--- src/rtl/led_count_controller_if.sv ---
`default_nettype none
// ============================================================================
// Module   : led_count_controller_if
// Brief    : Button/LED signal bundle for the LED counter controller.
// Revision : 1.0 - initial release
// ============================================================================
interface led_count_controller_if;
  logic [1:0] button;
  logic [3:0] led;
  logic       tick;
  logic       running;
  logic [1:0] rate_sel;

  modport master (
    output button,
    input  led,
    input  tick,
    input  running,
    input  rate_sel
  );

  modport slave (
    input  button,
    output led,
    output tick,
    output running,
    output rate_sel
  );
endinterface
`default_nettype wire

--- src/rtl/led_count_controller.sv ---
`default_nettype none
// ============================================================================
// Module   : led_count_controller
// Brief    : Debounced run/pause/clear control and selectable-rate prescaler
//            driving a 4-bit LED counter, single clock domain.
// Revision : 1.0 - initial release
// ============================================================================
module led_count_controller #(
  parameter int CLK_HZ          = 12000000,
  parameter int DEBOUNCE_CYCLES = 120000
) (
  input wire                    clk,
  input wire                    rst,
  led_count_controller_if.slave bus
);

  localparam int DW = $clog2(DEBOUNCE_CYCLES + 1);
  localparam int PW = $clog2(CLK_HZ);

  localparam logic [DW-1:0] c_db_last  = DW'(DEBOUNCE_CYCLES - 1);
  localparam logic [PW-1:0] c_last_r0  = PW'((CLK_HZ >> 0) - 1);
  localparam logic [PW-1:0] c_last_r1  = PW'((CLK_HZ >> 1) - 1);
  localparam logic [PW-1:0] c_last_r2  = PW'((CLK_HZ >> 2) - 1);
  localparam logic [PW-1:0] c_last_r3  = PW'((CLK_HZ >> 3) - 1);

  typedef enum logic [1:0] {
    S_IDLE  = 2'd0,
    S_RUN   = 2'd1,
    S_PAUSE = 2'd2
  } state_t;

  logic [1:0]    r_sync1;
  logic [1:0]    r_sync2;
  logic [1:0]    w_press;
  state_t        r_state;
  logic [PW-1:0] r_presc;
  logic [3:0]    r_led;
  logic [1:0]    r_rate;
  logic          r_running;
  logic [PW-1:0] w_last;
  logic          w_tick;

  always_ff @(posedge clk or posedge rst) begin
    if (rst) begin
      r_sync1 <= 2'b11;
      r_sync2 <= 2'b11;
    end else begin
      r_sync1 <= bus.button;
      r_sync2 <= r_sync1;
    end
  end

  // Press pulse is registered alongside the stable flip so both land in the same cycle.
  for (genvar g = 0; g < 2; g++) begin : g_debounce
    logic [DW-1:0] r_cnt;
    logic          r_stable;
    logic          r_press;

    always_ff @(posedge clk or posedge rst) begin
      if (rst) begin
        r_cnt    <= '0;
        r_stable <= 1'b1;
        r_press  <= 1'b0;
      end else begin
        r_press <= 1'b0;
        if (r_sync2[g] == r_stable) begin
          r_cnt <= '0;
        end else if (r_cnt == c_db_last) begin
          r_stable <= r_sync2[g];
          r_cnt    <= '0;
          r_press  <= ~r_sync2[g];
        end else begin
          r_cnt <= r_cnt + DW'(1);
        end
      end
    end

    assign w_press[g] = r_press;
  end

  always_comb begin
    w_last = c_last_r0;
    case (r_rate)
      2'd0:    w_last = c_last_r0;
      2'd1:    w_last = c_last_r1;
      2'd2:    w_last = c_last_r2;
      default: w_last = c_last_r3;
    endcase
  end

  // A rate change (or clear) restarts the period, so it must also swallow a pending tick.
  assign w_tick = (r_state == S_RUN) && !w_press[1] && (r_presc == w_last);

  always_ff @(posedge clk or posedge rst) begin
    if (rst) begin
      r_state   <= S_IDLE;
      r_running <= 1'b0;
      r_presc   <= '0;
      r_led     <= 4'd0;
      r_rate    <= 2'd0;
    end else if (&w_press) begin
      r_state   <= S_IDLE;
      r_running <= 1'b0;
      r_presc   <= '0;
      r_led     <= 4'd0;
    end else if (w_press[1]) begin
      r_rate  <= r_rate + 2'd1;
      r_presc <= '0;
    end else begin
      case (r_state)
        S_IDLE: begin
          r_presc <= '0;
          if (w_press[0]) begin
            r_state   <= S_RUN;
            r_running <= 1'b1;
          end
        end
        S_RUN: begin
          if (w_tick) begin
            r_presc <= '0;
            r_led   <= r_led + 4'd1;
          end else begin
            r_presc <= r_presc + PW'(1);
          end
          if (w_press[0]) begin
            r_state   <= S_PAUSE;
            r_running <= 1'b0;
          end
        end
        S_PAUSE: begin
          if (w_press[0]) begin
            r_state   <= S_RUN;
            r_running <= 1'b1;
          end
        end
        default: begin
          r_state   <= S_IDLE;
          r_running <= 1'b0;
        end
      endcase
    end
  end

  assign bus.led      = r_led;
  assign bus.tick     = w_tick;
  assign bus.running  = r_running;
  assign bus.rate_sel = r_rate;

endmodule
`default_nettype wire

--- src/flat_wrapper.sv ---
// flat-port wrapper written by rule: the top's interface ports become plain ports
module led_count_controller_flat 
#(
  parameter int CLK_HZ          = 12000000,
  parameter int DEBOUNCE_CYCLES = 120000
)
  (clk, rst, bus_button, bus_led, bus_tick, bus_running, bus_rate_sel);
  led_count_controller_if bus_i ();
  input wire clk;
  input wire rst;
  input wire logic [$bits(bus_i.button)-1:0] bus_button;
  output wire logic [$bits(bus_i.led)-1:0] bus_led;
  output wire logic [$bits(bus_i.tick)-1:0] bus_tick;
  output wire logic [$bits(bus_i.running)-1:0] bus_running;
  output wire logic [$bits(bus_i.rate_sel)-1:0] bus_rate_sel;
  assign bus_i.button = bus_button;
  assign bus_led = bus_i.led;
  assign bus_tick = bus_i.tick;
  assign bus_running = bus_i.running;
  assign bus_rate_sel = bus_i.rate_sel;
  led_count_controller #(.CLK_HZ(CLK_HZ), .DEBOUNCE_CYCLES(DEBOUNCE_CYCLES)) u_core (.clk(clk), .rst(rst), .bus(bus_i));
endmodule
--- config.mk ---
export PLATFORM = sky130hd
export DESIGN_NAME = led_count_controller_flat
export DESIGN_NICKNAME = d
export VERILOG_FILES = /design/src/rtl/led_count_controller_if.sv /design/src/rtl/led_count_controller.sv /design/src/flat_wrapper.sv
export SDC_FILE = /design/constraint.sdc
export NUM_CORES = 1
export LEC_CHECK = 0
export CORE_UTILIZATION = 40
export CTS_CLUSTER_DIAMETER = 150
export DETAILED_ROUTE_END_ITERATION = 16
export GPL_TIMING_DRIVEN = 0
export RECOVER_POWER = 100
export SYNTH_ARGS = -nofsm -noshare
export SYNTH_HDL_FRONTEND = slang
export SYNTH_SLANG_ARGS = --single-unit
--- constraint.sdc ---
create_clock -name clk -period 3.05 [get_ports clk]
set_input_delay 0.61 -clock clk [delete_from_list [all_inputs] [get_ports clk]]
set_output_delay 0.61 -clock clk [all_outputs]
set_load 0.03 [all_outputs]
# Word-level counts from Yosys, hierarchy flattened
# Cells that the tools add are included.
[totals]
ff_bits = 75
in_bits = 4
wordCells = 77
[op_classes]
reduce_logical = 15
bitwise_logic = 5
addsub = 5
eq_ne = 12
mux = 27
[ops]
columns = ["op", "n"]
rows = [
  ["24-bit 2-to-1 mux", 3],
  ["24-bit one-hot mux with 3 select lines", 1],
  ["17-bit 2-to-1 mux", 4],
  ["24-bit one-hot mux with 2 select lines", 1],
  ["17-bit by 1-bit adder with 17-bit output (second input constant)", 2],
  ["17-bit equality test (second input constant)", 2],
  ["24-bit by 1-bit adder with 24-bit output (second input constant)", 1],
  ["24-bit equality test", 1],
  ["4-bit 2-to-1 mux", 4],
  ["1-bit 2-to-1 mux", 8],
  ["2-bit 2-to-1 mux", 4],
  ["2-bit AND reduction", 4],
  ["3-bit AND reduction", 2],
  ["1-bit NOT", 5],
  ["4-bit by 1-bit adder with 4-bit output (second input constant)", 1],
  ["2-bit by 1-bit equality test with 1-bit output (second input constant)", 2],
  ["2-bit equality test (second input constant)", 2],
  ["2-bit zero test", 2],
  ["2-bit one-hot mux with 2 select lines", 1],
  ["2-bit nonzero test", 2],
  ["4-bit nonzero test", 1],
  ["3-bit by 1-bit != test with 1-bit output (second input constant)", 1],
  ["3-bit by 2-bit != test with 1-bit output (second input constant)", 1],
  ["2-bit by 1-bit adder with 2-bit output (second input constant)", 1],
  ["other kinds (6)", 8],
]

# Depth between registers and ports, before layout
# Gate-level depths: netlist of the first run.
[depth]
word_depth = 8
depth_mapped = 8
depth_no_buf = 7

# Least setup slack after synthesis of the first run
# Ideal clock, no wire load.
[synth_path]
path_type = "reg-to-output"
start = "register u_core.r_rate[0] (netlist: u_core.bus.rate_sel[0])"
end = "output port bus_tick"
setup_slack_ns = 0.111
arrival_ns = 2.329
path_stages_with_launch = 8
path_buffers = 0
path_cell_list = "dfrtp_1 inv_1 ha_1 or3_2 a22oi_2 nand3_2 or2_2 inv_1"
[synth_via]
elab_chain_len = 4
[synth_lines]
columns = ["item", "line", "source"]
rows = [
  ["start, declared", "led_count_controller.sv:38", "logic [1:0] r_rate;"],
  ["start signal, assigned", "led_count_controller.sv:107", "r_rate <= r_rate + 2'd1;"],
  ["2-bit equality test (tied with other cells)", "led_count_controller.sv:83", "case (r_rate)"],
  ["24-bit one-hot mux with 3 select lines (*)", "led_count_controller.sv:83", ""],
  ["24-bit equality test (*)", "led_count_controller.sv:92", "assign w_tick = (r_state == S_RUN) && !w_press[1] && (r_presc == w_last);"],
  ["1-bit logical AND (*)", "led_count_controller.sv:92", ""],
  ["end, declared", "flat_wrapper.sv:13", "output wire logic [$bits(bus_i.tick)-1:0] bus_tick;"],
]
# Every way passes the cells marked *; elsewhere a longest branch is shown, timed or not.

# Worst setup path after layout of the first run
[layout_path]
start = "register u_core.r_rate[1] (netlist: u_core.bus.rate_sel[1])"
end = "output port bus_tick"
# The elaborated chain is that of the path after synthesis.

==> key figures, run 1 <==
Route
  – Detail Route Antenna Nets: 0
  – First drt pass iteration count: 4
  – Drt wl/cell: roughly 13 um
  – Via count: between 2000 and 3000
  – Via-per-instance ratio: 5.05
  – Final wirelength: about 7.3 mm
  – Initial DRC Count: 89
  – Drt drc: 0

STA
  – Final setup fails: 0
  – Fmax: ~340 MHz
  – Fin worst setup slack: roughly 120 ps
  – Max-slew headroom: 0.477
  – Hold Vio Cnt, Final: 0
  – Clock Skews: 6.38 ps
  – Fin crit share: 0.961
  – Max Slew Vio Count: 0
  – Least-Margin Pin Slew: roughly 780 ps
  – Unrepaired setup endpoints after global routing: false
  – Tmin final: between 2000 and 3000 ps

Clock network
  – Total clock buffers created by CTS: 9
  – CTS clk-pin slew, worst paths: roughly 70 ps
  – CTS Sinks: 75
  – Clk root buf: clkbuf_8
  – Later-pin clock latency in the skew report: between 300 and 400 ps
  – Clock Path Buffers: 2
  – CTS tree: built
  – H-tree depth: 3

Finish
  – Synthesis-to-finish area growth: 17.0%
  – Diode count: 0
  – Core Util, Final: 0.484
  – Fin nets: between 400 and 500
  – Non-filler cells, final: about 550
  – Share of cells above drive strength 1: 0.141

Floorplanning
  – Initial Util: 0.414
  – Core ar.: slightly above 9000 sq um
  – Die Ht: approximately 100 um
  – Die area: around 10000 sq um
  – Die Wd: approximately 100 um
  – Io pins: 12
  – Rows: 35

Global route
  – Vias in the first global route: 2738
  – Initial antenna violation count: 0
  – First-pass GRT wire length: between 10 and 15 mm
  – All-Layer GR Usage: 0.165
  – Overflow after GRT: 0
  – Largest net degree at the start of global routing: a little over 70

Yosys
  – Register area share after synthesis: 0.490
  – Most frequent cell after synthesis: dfrtp_1
  – Synth top area share: 0.449
  – Yosys warns: 0
  – Post-synth net total: 400
  – Syn_area_per_cell: around 10 sq um
  – Number of flops mapped to enable cells by yosys: 0
  – Post-Syn Instances: just under 400
  – Distinct cells, synth: 48
  – Main synth FF type: dfrtp_1
  – Synth area leaders: dfrtp_1 (45%), xor2_1 (8.7%), nor2_1 (6.3%), dfstp_2 (4.1%), nand3_1 (4.0%)
  – Yosys reg bits: between 70 and 80
  – Async set-reset flop share out of synthesis: 1.00
  – Post-synth top cells: dfrtp_1 (69), nor2_1 (64), xor2_1 (38), nand3_1 (31), nand2_1 (26)
  – Mapped Area: ~3800 sq um
  – Yosys top cell by area: dfrtp_1

Place
  – IO Port Bufs: 11
  – Placer Congestion: roughly 0.75
  – DP HPWL: roughly 4.9 mm
  – DP Cell Count: approximately 530
  – Pre-CTS WS: -442 ps

Critical path
  – CP Max Fanout: 3
  – Critical Path RT: between 2000 and 2500 ps
  – Crit Path Class: flip-flop to primary output
  – Crit end category: primary output
  – Setup crit start kind: flip-flop
  – Arr. time, crit path: 2320 ps

Pwr
  – Peak VDD IR: 0.000286 V
  – LEAKAGE: roughly 1.9 nW
  – Cell Pwr Density: about 440 nW/um^2
  – Pwr Total: 1.99 mW

Worst hold path
  – Hold WC Path Type: flip-flop to flip-flop

Outcome
  – Status: completed

Job
  – Max-Cap Viols: 0
[cell families (layout without fill, tap and decap cells)]
kind of cell / after synthesis / in the layout / share of synthesized area
AOI/OAI and AO/OA: 24 / 24 / 0.0475
xor gates and xnor gates: 55 / 55 / 0.125
adders and majority gates: 11 / 11 / 0.0358
buffers and inverters: 21 / 61 / 0.0208
DFF: 75 / 75 / 0.490
muxes: 5 / 5 / 0.0143
and+or+nand+nor: 194 / 194 / 0.266
[critical path: stages, from the launching register on]
cell and delay, ps:
dfrtp_2 430, inv_2 80, ha_2 280, or3_2 420, a22oi_2 220, nand3_2 110
or2_4 250, inv_1 70, buf_6 120
[cell type report]
class	instances	area, sq um
Multi-Input combinational cell	289	1890
Timing Repair Buffer	24	229
Sequential cell	75	1890
Fill cell	869	4790
Clock buffer	12	145
Buffer	9	33.8
Clock inverter	4	97.6
Inverter	12	46.3
Tap cell	129	161
[per-stage QoR]
stage | hold slack [ps] | cell area (sq um) | setup TNS [ps]
6_report | 357 | 4490 | 0
5_1_grt | 367 | 4490 | 0
4_1_cts | 359 | 4460 | 0
3_5_place_dp | 347 | 4140 | -442
3_3_place_gp | 348 | 4110 | -49560
2_1_floorplan | 345 | 3840 | 0
[power breakdown]
part,internal (mW),switching (mW)
Combinational,0.0154,0.0341
Clock,0.567,0.358
Sequential,1.01,0.00843
[layout by cell type, fill, tap and decap left out, drive strengths merged, types with 9 or more instances in the layout]
master       instances
and3                 9
dfrtp               69
xor2                38
buf                 12
nor2                64
xnor2               17
nand3               32
inv                 11
dlygate4sd3         10
ha                  11
nand4               15
clkbuf              23
nand2               26
[timing repair]
| item | in CTS | in global routing |
|---|---|---|
| endpoints found under the setup margin | 1 | 1 |
| buffers inserted | 9 | 3 |
| hold buffers | 0 | 0 |
| gates cloned | 0 | 0 |
| pin swaps | 3 | 6 |
| endpoints found under the hold margin | 0 | 0 |
| gates resized for setup | 11 | 5 |
[path summary, 6_finish.rpt]
kind	start	to	slack, ps	cells past startpoint
setup / recovery	u_core.bus.rate_sel[1]	bus_tick	120	8
hold / removal	u_core.r_sync1[1]	u_core.r_sync2[1]	360	0
setup reg to reg	u_core.bus.rate_sel[1]	u_core.r_presc[23]	440	10
hold reg to reg	u_core.r_sync1[1]	u_core.r_sync2[1]	360	0
max in group asynchronous	rst	u_core.g_debounce[1].r_stable	1760	3
min in group asynchronous	rst	u_core.g_debounce[0].r_cnt[1]	660	2
[metal layers]
layer | wire length [um] | global-route usage
met1 | 3660 | 0.215
met2 | 3400 | 0.266
met3 | 157 | 0.0432
met4 | 114 | 0.0591
met5 | 0 | 0
[sequential cells by signal (all words and copies together) (netlist names)]
register,count
u_core.bus.led,4
u_core.bus.rate_sel,2
u_core.bus.running,1
u_core.g_debounce.r_cnt,34
u_core.g_debounce.r_press,2
u_core.g_debounce.r_stable,2
u_core.r_presc,24
u_core.r_state,2
u_core.r_sync1,2
u_core.r_sync2,2
Note: power is estimated with default switching activity, not from simulation.
==> inputs of run 2 (changes only) <==
--- a/config.mk
+++ b/config.mk
@@ -9,6 +9,7 @@
 export CTS_CLUSTER_DIAMETER = 150
 export DETAILED_ROUTE_END_ITERATION = 16
 export GPL_TIMING_DRIVEN = 0
+export PLACE_DENSITY = 0.6
 export RECOVER_POWER = 100
 export SYNTH_ARGS = -nofsm -noshare
 export SYNTH_HDL_FRONTEND = slang
==> results of run 2 <==
No change in the layout: final DEF, timing and power equal those of run 1.
==> inputs of run 3 (changes only) <==
--- a/config.mk
+++ b/config.mk
@@ -5,6 +5,7 @@
 export SDC_FILE = /design/constraint.sdc
 export NUM_CORES = 1
 export LEC_CHECK = 0
+export CAP_MARGIN = 30
 export CORE_UTILIZATION = 40
 export CTS_CLUSTER_DIAMETER = 150
 export DETAILED_ROUTE_END_ITERATION = 16
==> results of run 3 <==
No change in the layout: final DEF, timing and power equal those of run 1.
